$ cat config.mk
export PLATFORM = sky130hd
export DESIGN_NAME = vram_frame_writer
export DESIGN_NICKNAME = d
export VERILOG_FILES = /design/src/rtl/vram_frame_writer.sv
export SDC_FILE = /design/constraint.sdc
export NUM_CORES = 1
export LEC_CHECK = 0
export BUFFER_PORTS_ARGS = -buffer_cell sky130_fd_sc_hd__buf_4
export CAP_MARGIN = 10
export CORE_AREA = 2 2 66 68
export DETAILED_ROUTE_END_ITERATION = 10
export DIE_AREA = 0 0 68 70
export GPL_ROUTABILITY_DRIVEN = 0
export MAX_ROUTING_LAYER = met4
export PLACE_DENSITY = 0.59
export SKIP_LAST_GASP = 1
export SLEW_MARGIN = 10
export SYNTH_ARGS = -nofsm -noshare
export SYNTH_HDL_FRONTEND = slang
export SYNTH_SLANG_ARGS = --single-unit
export TNS_END_PERCENT = 10
$ cat constraint.sdc
create_clock -name clk -period 6.15 [get_ports clk]
set_clock_uncertainty 0.15 [all_clocks]
set_input_delay 0.3075 -clock clk [delete_from_list [all_inputs] [get_ports clk]]
set_output_delay 0.3075 -clock clk [all_outputs]
set_load 0.01 [all_outputs]
$ cat src/rtl/vram_frame_writer.sv
// Write side of the double-buffered frame store. Accepts a pixel stream, fills the
// back buffer (~out_front_sel) through the shared VRAM write port, then flips
// front/back once the frame is complete and the reader reports a safe swap point.
module vram_frame_writer #(
    parameter int unsigned ADDR_WIDTH   = 12,
    parameter int unsigned DATA_WIDTH   = 8,
    parameter int unsigned FRAME_PIXELS = 4096
) (
    input  logic                  clk,
    input  logic                  rst,
    input  logic                  in_start,
    input  logic                  in_valid,
    input  logic [DATA_WIDTH-1:0] in_data,
    output logic                  out_ready,
    input  logic                  in_swap_ok,
    output logic                  out_wr0,
    output logic                  out_wr1,
    output logic [ADDR_WIDTH-1:0] out_wr_addr,
    output logic [DATA_WIDTH-1:0] out_wr_data,
    output logic                  out_front_sel,
    output logic                  out_busy,
    output logic                  out_frame_done
);

    localparam logic [ADDR_WIDTH-1:0] LastIdx = ADDR_WIDTH'(FRAME_PIXELS - 1);

    typedef enum logic [1:0] {
        StIdle,
        StWriting,
        StWaitSwap,
        StSwap
    } state_e;

    state_e                state_q, state_d;
    logic [ADDR_WIDTH-1:0] cnt_q, cnt_d;
    logic                  front_q, front_d;
    logic                  wr0_q, wr0_d;
    logic                  wr1_q, wr1_d;
    logic [ADDR_WIDTH-1:0] addr_q, addr_d;
    logic [DATA_WIDTH-1:0] data_q, data_d;

    // Next-state logic: frame sequencing, pixel counting and the registered write.
    always_comb begin
        state_d = state_q;
        cnt_d   = cnt_q;
        front_d = front_q;
        wr0_d   = 1'b0;
        wr1_d   = 1'b0;
        addr_d  = addr_q;
        data_d  = data_q;
        unique case (state_q)
            StIdle: begin
                if (in_start) begin
                    state_d = StWriting;
                    cnt_d   = '0;
                end
            end
            StWriting: begin
                if (in_valid) begin
                    addr_d = cnt_q;
                    data_d = in_data;
                    // Target is the back buffer; front_q cannot change until SWAP.
                    wr1_d  = ~front_q;
                    wr0_d  = front_q;
                    cnt_d  = cnt_q + ADDR_WIDTH'(1);
                    if (cnt_q == LastIdx) begin
                        state_d = StWaitSwap;
                    end
                end
            end
            StWaitSwap: begin
                if (in_swap_ok) begin
                    state_d = StSwap;
                    // Toggle on entry so the new select is visible with the done pulse.
                    front_d = ~front_q;
                end
            end
            StSwap: begin
                state_d = StIdle;
            end
            default: begin
                state_d = StIdle;
            end
        endcase
    end

    // State register with synchronous reset; a write pending at reset is dropped.
    always_ff @(posedge clk) begin
        if (rst) begin
            state_q <= StIdle;
            cnt_q   <= '0;
            front_q <= 1'b0;
            wr0_q   <= 1'b0;
            wr1_q   <= 1'b0;
            addr_q  <= '0;
            data_q  <= '0;
        end else begin
            state_q <= state_d;
            cnt_q   <= cnt_d;
            front_q <= front_d;
            wr0_q   <= wr0_d;
            wr1_q   <= wr1_d;
            addr_q  <= addr_d;
            data_q  <= data_d;
        end
    end

    // Outputs: handshake and status decode from state, write port from registers.
    always_comb begin
        out_ready      = (state_q == StWriting);
        out_busy       = (state_q != StIdle);
        out_frame_done = (state_q == StSwap);
        out_front_sel  = front_q;
        out_wr0        = wr0_q;
        out_wr1        = wr1_q;
        out_wr_addr    = addr_q;
        out_wr_data    = data_q;
    end

endmodule

==> key figures, run 1 <==
Outcome
  • Status: complete, no violations

Hold path
  • Hold-critical path depth: 3
  • Tightest Hold Check Type: in2reg

Critical path
  • Startpoint types: flip-flop
  • Worst Reg2Reg Path Length in Cells: 6
  • Worst path depth: 6
  • CP Class: reg2reg
  • Worst path cell trace: inv_1 -> ha_1 -> mux2i_2 -> or4_4 -> or3_1 -> a21oi_1
  • WP data required: 6230 ps
  • Highest net fanout along the worst path: 9
  • Slowest cell on the critical path: or4_4
  • Flop-to-flop setup slack: 3890 ps
  • CP bufs+invs: 1
  • Top cell family by delay on the critical path: simple AND/OR/NAND/NOR gates
  • CP arrival: 2330 ps
  • CP endpoint kind: flip-flop
  • Max incr delay on CP: 590 ps

Timing
  • Slew @ Worst Pin: 798 ps
  • Slew Viols, Final: 0
  • Setup ws final: 3890 ps
  • Fmax achieved: 0.443 GHz
  • Final setup viols: 0
  • Worst slew margin: a little under half
  • Fin crit period: about 2300 ps
  • RSZ-0062 raised after global routing: false
  • Final Hold Fails: 0
  • Fin crit share: a little under two fifths
  • WHS: 104 ps
  • Sum Neg Setup Slack: 0 ps

Place
  • Pre-CTS setup slack: approximately 4000 ps
  • Port buffer count: 38
  • DP HPWL: 2210 um
  • Post-Place Cells: between 200 and 300

Synth
  • Mapped cell area: between 1500 and 2000 um2
  • YS warnings: 0
  • Synth Net Count: 207
  • Synth unique cells: 34
  • Synth Instances: 189
  • Sequential share of the synthesized area: 47.6%
  • Mean area per synthesized cell: approximately 8.2 um2
  • #FFs+latches synth: 37

Routing
  • Drt pass-1 iters: 4
  • Routed vias/inst: between 4 and 5
  • Final wirelength: 3240 um
  • DRT antenna net count: 0
  • DR DRC count: 0
  • 1st-iter DRT viols: 50
  • Via count: between 1000 and 1500
  • WL/cell: ~12 um

Clock tree
  • Post_cts resized: 0
  • Clock latency on the worst-skew pair: 290 ps
  • Longest Clk Path Bufs: 2
  • CTS Buf Count: 5
  • CTS Sinks: 37
  • CTS Root Cell: clkbuf_8
  • Hold buffer count at CTS: 0
  • H-tree depth: 2
  • CTS clock-pin slew for the worst setup and hold paths: about 70 ps
  • Post-CTS setup buffers: 0
  • CTS tree: built

Floorplan
  • Top Ports: 39
  • Row cnt: 24
  • Die area: 4760 um2
  • Initial core utilization: 37.6%
  • Die X: slightly below 70 um
  • Core ar.: 4140 um2
  • Die Ht: approximately 70 um

Power and ir drop
  • Pwr/cell area: approximately 330 nW/um2
  • Leak: 0.772 nW
  • Worst VDD drop: 0.195 mV
  • Overall Power: 0.649 mW

Cells and area
  • Final cell count without fillers: around 280
  • Synthesis-to-finish area growth: 27.8%
  • Layout cells sized above 1: 23.3%
  • Fin nets: 244
  • Diodes inserted: 0

Global route
  • Gr ovfl total: 0
  • Largest net degree at the start of global routing: 29
  • Initial antenna violation count: 0
  • First-pass GRT wire length: ~5200 um
  • GRT Total Usage: between 10% and 20%
  • Vias in the first global route: 1192

Flow run
  • Max-cap violations: 0
## where the power goes
group | switching (mW) | internal, mW | total, mW
clock network | 0.0858 | 0.132 | 0.218
logic | 0.0967 | 0.0671 | 0.164
registers | 0.0119 | 0.256 | 0.268
total | 0.194 | 0.455 | 0.649
## stage by stage
step,util [%],cell area [um2]
floorplan,-,1560
global placement,45.2,1870
detailed placement,45.2,1870
CTS,48.0,1990
global route,48.0,1990
finish,48.0,1990
## routing by layer
metal / vias to the layer above / GRT usage (%) / wire length, um
met5: - / - / 0
met4: 0 / 7.33 / 64
met3: 6 / 6.28 / 183
met2: 35 / 22.3 / 1430
met1: 599 / 18.2 / 1560
li1: 710 / - / -
## flip-flops by register name, summed over array words and instances (netlist names)
| register | cells |
|---|---|
| cnt_q | 12 |
| out_wr0 | 1 |
| out_front_sel | 1 |
| out_wr1 | 1 |
| out_wr_addr | 12 |
| state_q | 2 |
| out_wr_data | 8 |
## worst paths after layout
kind	startpoint	end
worst max register to register	state_q[0]	cnt_q[9]
worst min-delay path	in_data[3]	out_wr_data[3]
worst max-delay path	state_q[0]	cnt_q[9]
worst min register to register	out_wr_addr[6]	out_wr_addr[6]
## tightest hold or removal path, cell delays in order
cell and delay (ps):
buf_4 110, nand2_1 40, a21oi_1 50
## placed cells by master (no fill, tap or decap), types with 3 or more instances in the layout
| cell | n |
|---|---|
| a21oi_1 | 26 |
| buf_4 | 38 |
| clkbuf_8 | 6 |
| dfxtp_1 | 37 |
| ha_1 | 5 |
| inv_1 | 8 |
| nand2_1 | 49 |
| nand3_1 | 3 |
| nor2_1 | 8 |
| nor4_1 | 3 |
| o21ai_0 | 6 |
| or3_1 | 3 |
| xnor2_1 | 5 |
## cell usage after synthesis
cell type	count	area share, %
nor2_1	8	1.9
mux2i_2	1	0.88
nand4_1	2	0.80
and2_1	2	0.80
nor3_1	2	0.64
o31ai_1	1	0.48
or2_2	2	0.80
o311a_2	1	0.72
o21ai_0	6	1.9
clkbuf_1	7	1.7
or3_1	3	1.2
or3_4	1	0.72
nor3b_1	1	0.48
dfxtp_1	37	48
or4_1	1	0.48
o41a_1	1	0.72
and3_1	2	0.80
o211ai_1	1	0.48
inv_1	8	1.9
nand3b_1	1	0.48
nor4_1	3	1.2
xor2_1	2	1.1
or2b_2	1	0.56
nand2b_1	1	0.40
buf_4	1	0.48
nand2_1	49	12
nand3_1	3	0.96
xnor2_1	5	2.8
ha_1	5	4.0
nor2b_1	2	0.80
or4_4	1	0.72
a21oi_1	26	8.4
o41ai_1	1	0.56
a21bo_2	1	0.64
## cell families (layout without fill, tap and decap cells)
group,count (synthesis),in the layout,synth area share (%)
AND/OR/NAND/NOR,85,85,25.6
AO/OA/AOI/OAI,38,38,13.9
flip-flops,37,37,47.6
buffers and inverters,16,54,4.10
XOR/XNOR,7,7,3.94
adder cells (fa/ha/maj),5,5,4.02
multiplexers,1,1,0.883
## final cells by class
type	count	area, um2
Clock buffer	7	86.3
Clock inverter	1	30.0
Fill cell	427	2150
Inverter	8	30.0
Multi-Input combinational cell	136	753
Sequential cell	37	741
Tap cell	52	65.1
Timing Repair Buffer	38	285
(Power assumes the default switching activity.)
==> inputs of run 2 (changes only) <==
==> constraint.sdc (replaced) <==
create_clock -name clk -period 2.3 [get_ports clk]
set_clock_uncertainty 0.15 [all_clocks]
set_input_delay 0.115 -clock clk [delete_from_list [all_inputs] [get_ports clk]]
set_output_delay 0.115 -clock clk [all_outputs]
set_load 0.01 [all_outputs]
==> key figures, run 2 (synthesis gave the netlist of run 1 again) <==
Power and ir drop
  • NetSw: 0.534 mW
  • Clock group share of total power: 30.7%
  • Comb power frac: between 20% and 30%
  • Overall Power: roughly 1.8 mW
  • Pwr/cell area: 834 nW/um2
  • Worst VDD drop: 0.563 mV
  • Switch share: between 30% and 40%
  • Sequential power share: 40.7%
  • Internal: approximately 1.2 mW
  • Leak: 0.826 nW

Timing
  • RSZ-0062 raised after global routing: false
  • Fin crit period: between 2000 and 2500 ps
  • Worst slew margin: 76.7%
  • Fin crit share: between 90% and 100%
  • Final setup viols: 0
  • Fmax achieved: 0.460 GHz
  • WHS: 12.5 ps
  • Slew @ Worst Pin: between 300 and 400 ps
  • Sum Neg Setup Slack: 0 ps
  • Final Hold Fails: 0
  • Slew Viols, Final: 0
  • Setup ws final: 128 ps

Global route
  • Most utilized layer in the global route result: met2
  • Met2 GRT Util: 25.2%
  • Vias in the first global route: approximately 1300
  • First-pass GRT wire length: 5690 um
  • Initial antenna violation count: 0
  • Largest net degree at the start of global routing: 29
  • Gr ovfl total: 0
  • GRT Total Usage: 16.1%
  • GRT met3 Usage: between 4 and 5%
  • Met1 GRT Util: a little under a fifth

Clock tree
  • H-tree depth: 2
  • CTS Buf Count: 5
  • CTS clock-pin slew for the worst setup and hold paths: 70 ps
  • Clock latency on the worst-skew pair: 290 ps
  • CTS Sinks: 37
  • CTS tree: built
  • CTS Root Cell: clkbuf_8
  • Longest Clk Path Bufs: 2

Critical path
  • Highest net fanout along the worst path: 6
  • WP data required: 2370 ps
  • CP arrival: approximately 2300 ps
  • Flop-to-flop setup slack: around 130 ps
  • CP endpoint kind: flip-flop
  • CP Class: reg2reg
  • Startpoint types: flip-flop

Routing
  • Drt pass-1 iters: 4
  • Routed vias/inst: 4.86
  • WL/cell: around 12 um
  • 1st-iter DRT viols: 33
  • Final wirelength: 3450 um
  • DRT antenna net count: 0
  • Via count: 1415
  • DR DRC count: 0

Floorplan
  • Top Ports: 39
  • Row cnt: 24
  • Die Ht: 70 um
  • Initial core utilization: 37.6%
  • Die area: 4760 um2
  • Die X: 68 um
  • Core ar.: 4140 um2

Cells and area
  • Seq. cell area: 741 um2
  • Diodes inserted: 0
  • Commonest non-fill, non-tap cell in the layout: nand2_1
  • Synthesis-to-finish area growth: 35.8%
  • Layout cells sized above 1: 25.5%
  • Fin nets: between 200 and 300
  • Most frequent cells in the layout: nand2_1, buf_4, dfxtp_1, a21oi_1
  • Multi-input logic area: roughly 760 um2
  • Fill cells: 438
  • Final instance area: roughly 2100 um2

Hold path
  • Tightest Hold Check Type: in2reg

Place
  • Pre-CTS setup slack: 85.4 ps
  • Port buffer count: 38
  • DP HPWL: 2400 um
  • Post-DP Area: 1920 um2

Outcome
  • Status: complete, no violations

Flow run
  • Max-cap violations: 0
run 2: changes by cell type in the layout (fill, tap and decap cells not counted), moves of 2 or more:
cell	before	now
buf_4	38	42
ha_2	0	2
ha_1	5	3
dlygate4sd3_1	0	8
run 2: through the flow:
step	utilization, %	std cells
finish	51.1	291
global route	51.1	291
CTS	50.9	291
detailed placement	46.4	276
global placement	46.4	276
floorplan	-	189
run 2: routing by layer:
layer,up-vias,wire length (um)
met2,36,1610
met1,643,1600
met3,5,188
met5,-,0
li1,731,-
met4,0,52
run 2: worst paths after layout:
path	start	to	depth (start not counted)
setup / recovery	state_q[0]	cnt_q[11]	6
hold reg to reg	out_wr_data[3]	out_wr_data[3]	2
setup reg to reg	state_q[0]	cnt_q[11]	6
hold / removal	in_swap_ok	out_front_sel	4
run 2: power groups by stage:
stage,sequential (mW),clock [mW],combinational (mW)
floorplan,0.737,0,0.290
global route,0.725,0.581,0.566
detailed placement,0.732,0,0.491
global placement,0.730,0,0.488
CTS,0.718,0.555,0.505
finish,0.718,0.541,0.505
run 2: final cells by class:
| class | instances | area share, % |
|---|---|---|
| multi-input cells | 136 | 36.0 |
| flip-flops and latches | 37 | 35.0 |
| repair buffers | 51 | 19.6 |
| clock buffers | 5 | 3.25 |
| well taps | 52 | 3.08 |
| clock inverters | 2 | 1.66 |
| inverters | 8 | 1.42 |
run 2: timing repair:
item	4_1_cts	5_1_grt
setup buffers	0	0
gates resized for setup	0	3
endpoints found under the hold margin	8	0
endpoints found under the setup margin	0	3
hold buffers	8	0
run 2: critical path, stage by stage (launching register included):
cell	delay, ps
dfxtp_1	370
inv_1	90
ha_2	220
mux2i_2	200
or4_4	570
or3_1	370
a21oi_1	140
==> inputs of run 3 (changes only) <==
--- a/config.mk
+++ b/config.mk
@@ -7,12 +7,12 @@
 export LEC_CHECK = 0
 export BUFFER_PORTS_ARGS = -buffer_cell sky130_fd_sc_hd__buf_4
 export CAP_MARGIN = 10
-export CORE_AREA = 2 2 66 68
+export CORE_AREA = 2 2 59 61
 export DETAILED_ROUTE_END_ITERATION = 10
-export DIE_AREA = 0 0 68 70
+export DIE_AREA = 0 0 61 63
 export GPL_ROUTABILITY_DRIVEN = 0
 export MAX_ROUTING_LAYER = met4
-export PLACE_DENSITY = 0.59
+export PLACE_DENSITY = 0.72
 export SKIP_LAST_GASP = 1
 export SLEW_MARGIN = 10
 export SYNTH_ARGS = -nofsm -noshare
==> constraint.sdc (replaced) <==
create_clock -name clk -period 2.3 [get_ports clk]
set_clock_uncertainty 0.15 [all_clocks]
set_input_delay 0.115 -clock clk [delete_from_list [all_inputs] [get_ports clk]]
set_output_delay 0.115 -clock clk [all_outputs]
set_load 0.1 [all_outputs]
==> key figures, run 3 (synthesis gave the netlist of run 1 again) <==
Clock tree
  • Clock latency on the worst-skew pair: ~340 ps
  • Longest Clk Path Bufs: 2
  • CTS tree: built
  • H-tree depth: 2
  • CTS Buf Count: 5
  • CTS Root Cell: clkbuf_4
  • CTS Sinks: 37
  • Post-CTS setup buffers: 0
  • CTS clock-pin slew for the worst setup and hold paths: 120 ps

Routing
  • Final wirelength: 3320 um
  • WL/cell: 11.3 um
  • Routed vias/inst: 4.84
  • 1st-iter DRT viols: 65
  • Via count: 1419
  • DR DRC count: 0
  • Drt pass-1 iters: 4
  • DRT antenna net count: 0

Hold path
  • Hold path endpoint: cnt_q[1]
  • Hold-critical path depth: 4
  • Tightest Hold Check Type: in2reg
  • Min-delay src: in_start

Cells and area
  • Commonest non-fill, non-tap cell in the layout: nand2_1
  • Layout cells sized above 1: around a quarter
  • Diodes inserted: 0
  • Post-Route Utilization: 66.2%
  • Most frequent cells in the layout: nand2_1, buf_4, dfxtp_1, a21oi_1, dlygate4sd3_1
  • Final instance area: 2140 um2
  • Synthesis-to-finish area growth: 37.4%
  • Fill cells: 298
  • Fin nets: 264

Global route
  • Initial antenna violation count: 0
  • First-pass GRT wire length: 5550 um
  • Gr ovfl total: 0
  • Largest net degree at the start of global routing: 29
  • GRT Total Usage: between 10% and 20%
  • Vias in the first global route: 1296

Critical path
  • CP arrival: 2300 ps
  • WP data required: 2420 ps
  • Startpoint types: flip-flop
  • Flop-to-flop setup slack: 120 ps
  • CP endpoint kind: flip-flop
  • Highest net fanout along the worst path: 9
  • Worst path cell trace: inv_1 -> ha_1 -> mux2i_2 -> or4_4 -> or3_1 -> a21oi_1
  • FF-to-FF Start: state_q[1]
  • Reg-to-Reg End: cnt_q[9]
  • Max incr delay on CP: 570 ps
  • Slowest cell on the critical path: or4_4
  • Worst Reg2Reg Path Length in Cells: 6
  • CP Class: reg2reg

Floorplan
  • Initial core utilization: between 40% and 50%
  • Die Ht: 63 um
  • Die X: 61 um
  • Core ar.: between 3000 and 4000 um2
  • Die area: ~3800 um2
  • Row cnt: 21
  • Top Ports: 39

Place
  • Port buffer count: 38
  • Post-DP Area: roughly 1900 um2
  • DP HPWL: approximately 2200 um

Timing
  • Fmax achieved: 0.459 GHz
  • Fin crit period: 2180 ps
  • Final setup viols: 0
  • Final Hold Fails: 0
  • Slew @ Worst Pin: 448 ps
  • RSZ-0062 raised after global routing: true
  • Slew Viols, Final: 0
  • Fin crit share: 94.7%
  • Worst slew margin: between 60 and 70%

Power and ir drop
  • Leak: 0.857 nW
  • Overall Power: 1.93 mW
  • Pwr/cell area: 902 nW/um2
  • Worst VDD drop: 0.854 mV

Flow run
  • Max-cap violations: 0

Outcome
  • Status: complete, no violations
-- run 3: final cells by class --
type	count	area (um2)	area share, %
clock buffer	6	51.3	2.40
clock inverter	2	13.8	0.643
inverter	8	30.0	1.40
tap	46	57.6	2.69
multi-input combinational	136	768	35.9
timing repair buffer	58	478	22.3
sequential	37	742	34.7
-- run 3: power breakdown --
group	leakage [nW]	total (mW)	switching [mW]	internal [mW]
Combinational	0.520	0.848	0.599	0.249
Sequential	0.299	0.714	0.0287	0.685
Clock	0.0382	0.368	0.219	0.149
-- run 3: per-stage QoR --
| step | TNS [ps] | cells | hold WS (ps) | worst slack [ps] |
|---|---|---|---|---|
| 2_1_floorplan | 0 | 189 | 101 | 61.1 |
| 3_3_place_gp | 0 | 268 | 214 | 147 |
| 3_5_place_dp | 0 | 268 | 223 | 88.8 |
| 4_1_cts | 0 | 293 | 15.8 | 19.4 |
| 5_1_grt | -15.3 | 293 | 47.2 | -15.3 |
| 6_report | 0 | 293 | 27.0 | 122 |
-- run 3: worst max-delay path: cells and delay by family (launching register included) --
kind,cells,cell delay (ps)
fa+ha+maj,1,220
mux,1,230
flops,1,370
compound gates,1,140
simple gates,2,930
buf+inv,1,80
-- run 3: timing repair --
action	CTS	global route
hold endpoints to repair	21	0
hold buffers	17	0
resized for setup	0	2
setup endpoints to repair	0	9
-- run 3: worst max path at each step --
| stage | startpoint | end | slack (ps) | cells after the start |
|---|---|---|---|---|
| 3_5_place_dp | state_q[1] | cnt_q[9] | 90 | 6 |
| 6_report | state_q[1] | cnt_q[9] | 120 | 6 |
| 4_1_cts | state_q[1] | out_wr_data[0] | 20 | 6 |
| 2_1_floorplan | state_q[1] | cnt_q[9] | 60 | 6 |
| 5_1_grt | state_q[1] | out_wr_data[2] | -20 | 7 |
| 3_3_place_gp | state_q[1] | cnt_q[9] | 150 | 6 |
-- run 3: metal layers --
layer | global-route usage (%) | vias to the layer above | wire length [um]
li1 | - | 747 | -
met1 | 22.6 | 633 | 1500
met5 | - | - | 0
met2 | 32.1 | 34 | 1630
met4 | 5.71 | 0 | 35
met3 | 6.21 | 5 | 151
